**src/rtl/store_narrow_unit.sv**
```systemverilog
// Store narrowing unit: turns SB/SH/SW stores into byte-enabled, lane-replicated word writes.
// Legal stores are buffered in a small FIFO and drained to data memory over a req/ack handshake.
module store_narrow_unit #(
    parameter int DEPTH  = 2,
    parameter int ADDR_W = 32
) (
    input  logic              clk,
    input  logic              reset_n,
    input  logic              st_valid,
    output logic              st_ready,
    input  logic [1:0]        st_op,
    input  logic [ADDR_W-1:0] st_addr,
    input  logic [31:0]       st_data,
    output logic              mem_req,
    input  logic              mem_ack,
    output logic [ADDR_W-1:0] mem_addr,
    output logic [31:0]       mem_wdata,
    output logic [3:0]        mem_be,
    output logic              st_err,
    output logic [ADDR_W-1:0] err_addr,
    output logic              idle
);

    localparam int PTR_W = $clog2(DEPTH);
    localparam int CNT_W = PTR_W + 1;

    localparam logic [1:0] OP_SW = 2'b00;
    localparam logic [1:0] OP_SH = 2'b01;
    localparam logic [1:0] OP_SB = 2'b10;

    // Handshakes: a store transfers on the edge where st_valid && st_ready; a buffered
    // write retires on the edge where mem_req && mem_ack. Neither ready depends on its valid.

    logic [ADDR_W-1:0] addr_q  [DEPTH];
    logic [3:0]        be_q    [DEPTH];
    logic [31:0]       wdata_q [DEPTH];

    logic [PTR_W-1:0] wr_ptr;
    logic [PTR_W-1:0] rd_ptr;
    logic [CNT_W-1:0] count;

    logic        legal;
    logic [3:0]  dec_be;
    logic [31:0] dec_wdata;
    logic        accept;
    logic        push;
    logic        pop;

    always_comb begin
        legal     = 1'b0;
        dec_be    = 4'b0000;
        dec_wdata = 32'h0;
        case (st_op)
            OP_SW: begin
                legal     = (st_addr[1:0] == 2'b00);
                dec_be    = 4'b1111;
                dec_wdata = st_data;
            end
            OP_SH: begin
                legal     = !st_addr[0];
                dec_be    = st_addr[1] ? 4'b1100 : 4'b0011;
                dec_wdata = {2{st_data[15:0]}};
            end
            OP_SB: begin
                legal     = 1'b1;
                dec_be    = 4'b0001 << st_addr[1:0];
                dec_wdata = {4{st_data[7:0]}};
            end
            default: begin
                legal = 1'b0;
            end
        endcase
    end

    assign st_ready = (count != CNT_W'(DEPTH)) && reset_n;
    assign accept   = st_valid && st_ready;
    assign push     = accept && legal;
    assign mem_req  = (count != '0);
    assign pop      = mem_req && mem_ack;
    assign idle     = (count == '0);

    // Empty buffer drives all-zero write fields so the memory port never sees stale data.
    assign mem_addr  = mem_req ? addr_q[rd_ptr]  : '0;
    assign mem_be    = mem_req ? be_q[rd_ptr]    : 4'b0000;
    assign mem_wdata = mem_req ? wdata_q[rd_ptr] : 32'h0;

    always_ff @(posedge clk) begin
        if (push) begin
            addr_q[wr_ptr]  <= {st_addr[ADDR_W-1:2], 2'b00};
            be_q[wr_ptr]    <= dec_be;
            wdata_q[wr_ptr] <= dec_wdata;
        end
    end

    always_ff @(posedge clk) begin
        if (!reset_n) begin
            wr_ptr   <= '0;
            rd_ptr   <= '0;
            count    <= '0;
            st_err   <= 1'b0;
            err_addr <= '0;
        end else begin
            if (push) begin
                wr_ptr <= wr_ptr + PTR_W'(1);
            end
            if (pop) begin
                rd_ptr <= rd_ptr + PTR_W'(1);
            end
            case ({push, pop})
                2'b10:   count <= count + CNT_W'(1);
                2'b01:   count <= count - CNT_W'(1);
                default: count <= count;
            endcase
            // Rejected stores still complete their handshake; only the error pulse records them.
            st_err <= accept && !legal;
            if (accept && !legal) begin
                err_addr <= st_addr;
            end
        end
    end

endmodule

```
**config.mk**
```make
export PLATFORM = sky130hd
export DESIGN_NAME = store_narrow_unit
export DESIGN_NICKNAME = d
export VERILOG_FILES = /design/src/rtl/store_narrow_unit.sv
export SDC_FILE = /design/constraint.sdc
export NUM_CORES = 1
export LEC_CHECK = 0
export ABC_AREA = 1
export CORE_UTILIZATION = 35
export CTS_BUF_LIST = sky130_fd_sc_hd__clkbuf_4 sky130_fd_sc_hd__clkbuf_8 sky130_fd_sc_hd__clkbuf_16
export DETAILED_ROUTE_END_ITERATION = 8
export PLACE_DENSITY = 0.6
export SLEW_MARGIN = 20
export SYNTH_ARGS = -nofsm -noshare
export SYNTH_HDL_FRONTEND = slang
export SYNTH_SLANG_ARGS = --single-unit
```
**constraint.sdc**
```tcl
create_clock -name clk -period 7.1 [get_ports clk]
set_input_delay 1.42 -clock clk [delete_from_list [all_inputs] [get_ports clk]]
set_output_delay 1.42 -clock clk [all_outputs]
set_load 0.01 [all_outputs]
```
==> flow_summary_export.csv <==
group,metric,value,unit
timing,finalWorstSetupSlack,2.673,ns
setup_path,critPathMaxStageDelay,0.79,ns
setup_path,setup.worst_path.end,"addr_q[1][15]",
synthesis,ys.flop_type,"edfxtp_1",
status,status,"finished clean",
clock_network,clkTransAtPathRegs,0.06,ns
pwr,pwr-share-comb,15.4,%
setup_path,path_common_cell,"inv_2",
pwr,p_switching,0.6012,mW
timing,clock.fmax,0.2259,GHz
placed_design,dpl_cell_area,8879,um^2
clock_network,post_cts_buffers,0,
synthesis,yosysTopAreaCell,"edfxtp_1",
setup_path,worstPathArrival,4.52,ns
timing,min_period,4.427,ns
setup_path,start_kind,"input pin",
synthesis,syn_area_per_cell,10.09,um^2
setup_path,path_delay_family,"buffers and inverters",
synthesis,synth_most_common_cell,"nand2_1",
pwr,p_leak,3.572,nW
synthesis,yosysWarningCount,0,
clock_network,ctsResizeCount,0,
timing,setup_viol,0,
cells_and_area,post-route-util,48.61,%
pwr,p_sw_share,24.65,%
clock_network,h-tree-depth,4,
synthesis,synth_seq_cells,170,
cells_and_area,fin_nets,919,
pwr,p_int,1.838,mW
timing,clock_skew,0.006196,ns
placed_design,dp.cells,1094,
floorplanning,fp.dieH,143.2,um
clock_network,cts_buffers,17,
cells_and_area,area_growth,35.97,%
min_path,hold_depth,1,
route,wire_per_inst,15.19,um
cells_and_area,final_area,9492,um^2
synthesis,synth_top_area_share,56.78,%
synthesis,ys_types,22,
floorplanning,initial_core_util,35.75,%
clock_network,clockBufferDepth,2,
setup_path,slowest_stage,"inv_2",
setup_path,r2r_end,"addr_q[1][15]",
timing,grt_setup_unrepaired,"false",
timing,hold_violations,0,
global_route,antenna_found_initial,0,
setup_path,cp.depth,8,
global_route,grt_usage,17.11,%
setup_path,crit_path_cell_trace,"clkdlybuf4s50_1, inv_1, nor2_2, inv_2, nand2_2, nand3_1, inv_2, buf_4",
clock_network,cts-root-buf,"clkbuf_16",
global_route,grt_pass1_wl,25900,um
timing,whs,0.4568,ns
setup_path,worst-r2r-setup-slack,3.99,ns
pwr,vdd_drop_max,0.0002040,V
timing,maxSlewViolCount,0,
global_route,grt_max_degree,67,
route,drc,0,
synthesis,syn_area,6980,um^2
timing,tightest_slew,1.018,ns
setup_path,critPathCaptureType,"flop",
pwr,seqPwrFrac,45.9,%
synthesis,synth-edff-count,132,
setup_path,cp_data_required_time,7.19,ns
cells_and_area,stdcell_count,1126,
setup_path,critPathKind,"input pin to flop",
route,drt_wl_total,17110,um
floorplanning,io_pins,174,
route,vias_per_cell,4.575,
floorplanning,fp.dieW,143.2,um
pwr,power,2.439,mW
clock_network,cts_sinks,170,
pwr,power_density,257.0,nW/um^2
floorplanning,die_area,20510,um^2
synthesis,synth_commonest_cells,"184 x nand2_1, 132 x edfxtp_1, 79 x nor2_1",
pwr,power_frac_clock,38.7,%
synthesis,synth-async-reset-ratio,0,%
setup_path,crit_path_start,"st_op[1]",
synthesis,synthTopCellsByArea,"edfxtp_1 57%, dfxtp_1 11%, nand2_1 9.9%, a21oi_1 5.4%, nor2_1 4.2%",
placed_design,io_buffers,171,
route,antenna_left,0,
floorplanning,coreArea,19530,um^2
timing,fin_tns_setup,0,ns
cells_and_area,n_antenna_cell,0,
floorplanning,rows,51,
placed_design,place_congestion,0.8742,
clock_network,cts_tree,"built",
job,drv_cap,0,
setup_path,worstRegToRegCells,7,
synthesis,netlist_instances,692,
clock_network,clock_latency,0.42,ns
route,via_count,5152,
timing,max_slew_margin,32.04,%
route,drtIter0Drc,292,
placed_design,dp_slack,2.177,ns
setup_path,critPathMaxFanout,47,
global_route,grt_pass1_vias,4802,
min_path,hp-class,"flop to flop",
timing,period_share,62.35,%
synthesis,synth_seq_area_share,67.68,%
cells_and_area,layout-drive-gt1-share,5.923,%
setup_path,path_buf_inv,5,
setup_path,r2r-start,"count[0]",
placed_design,hpwl,11360,um
clock_network,hold_buffers,0,
route,drt_first_pass_iters,4,
global_route,overflow,0,
power groups by stage:
stage          combinational, mW  clock, mW  sequential [mW]
3_3_place_gp               0.380          0             1.14
4_1_cts                    0.383      0.965             1.12
3_5_place_dp               0.381          0             1.14
5_1_grt                    0.411       1.00             1.12
6_report                   0.376      0.943             1.12
2_1_floorplan              0.173          0             1.15
cells in the final DEF (no fill, tap or decap), drive strengths merged, types with 8 or more instances in the layout:
cell type,count
o21ai,19
inv,65
nor2,81
nand2,185
dfxtp,38
clkdlybuf4s50,170
nand3,50
a21oi,77
o211ai,8
clkbuf,17
edfxtp,132
kinds of logic (layout without fill, tap and decap cells):
family / Yosys count / after routing / synth area share (%)
flip-flops: 170 / 170 / 67.68
other: 1 / 2 / 0.05372
AND/OR/NAND/NOR: 316 / 316 / 18.07
buffers and inverters: 99 / 267 / 6.112
adder cells (fa/ha/maj): 1 / 1 / 0.1792
AO/OA/AOI/OAI: 105 / 105 / 7.905
worst min-delay path by stage:
stage | start | to | slack [ns]
final | rd_ptr | flop | 0.46
after CTS | rd_ptr | flop | 0.45
after floorplan | rd_ptr | flop | 0.43
after global routing | rd_ptr | flop | 0.51
after detailed placement | rd_ptr | flop | 0.44
after global placement | rd_ptr | rd_ptr | 0.44
registers in the layout, indices dropped and copies added, names as in the netlist, named ones only:
register	flops
be_q	8
rd_ptr	1
err_addr	32
addr_q	60
count	2
wr_ptr	1
st_err	1
wdata_q	64
cell type report:
type | count | area [um^2]
Timing Repair Buffer | 176 | 1744
Clock inverter | 15 | 187.7
Tap cell | 265 | 331.6
Clock buffer | 17 | 425.4
Sequential cell | 170 | 4726
Fill cell | 1827 | 10030
Inverter | 59 | 221.5
Multi-Input combinational cell | 424 | 1856
routing by layer:
| layer | vias up | GRT usage (%) | share of wire, % |
|---|---|---|---|
| met2 | 126 | 28.11 | 49 |
| met5 | - | 0 | 0 |
| li1 | 2610 | - | - |
| met3 | 32 | 3.856 | 4.9 |
| met1 | 2384 | 21.42 | 44 |
| met4 | 0 | 7.951 | 2.8 |
(Power assumes the default switching activity.)
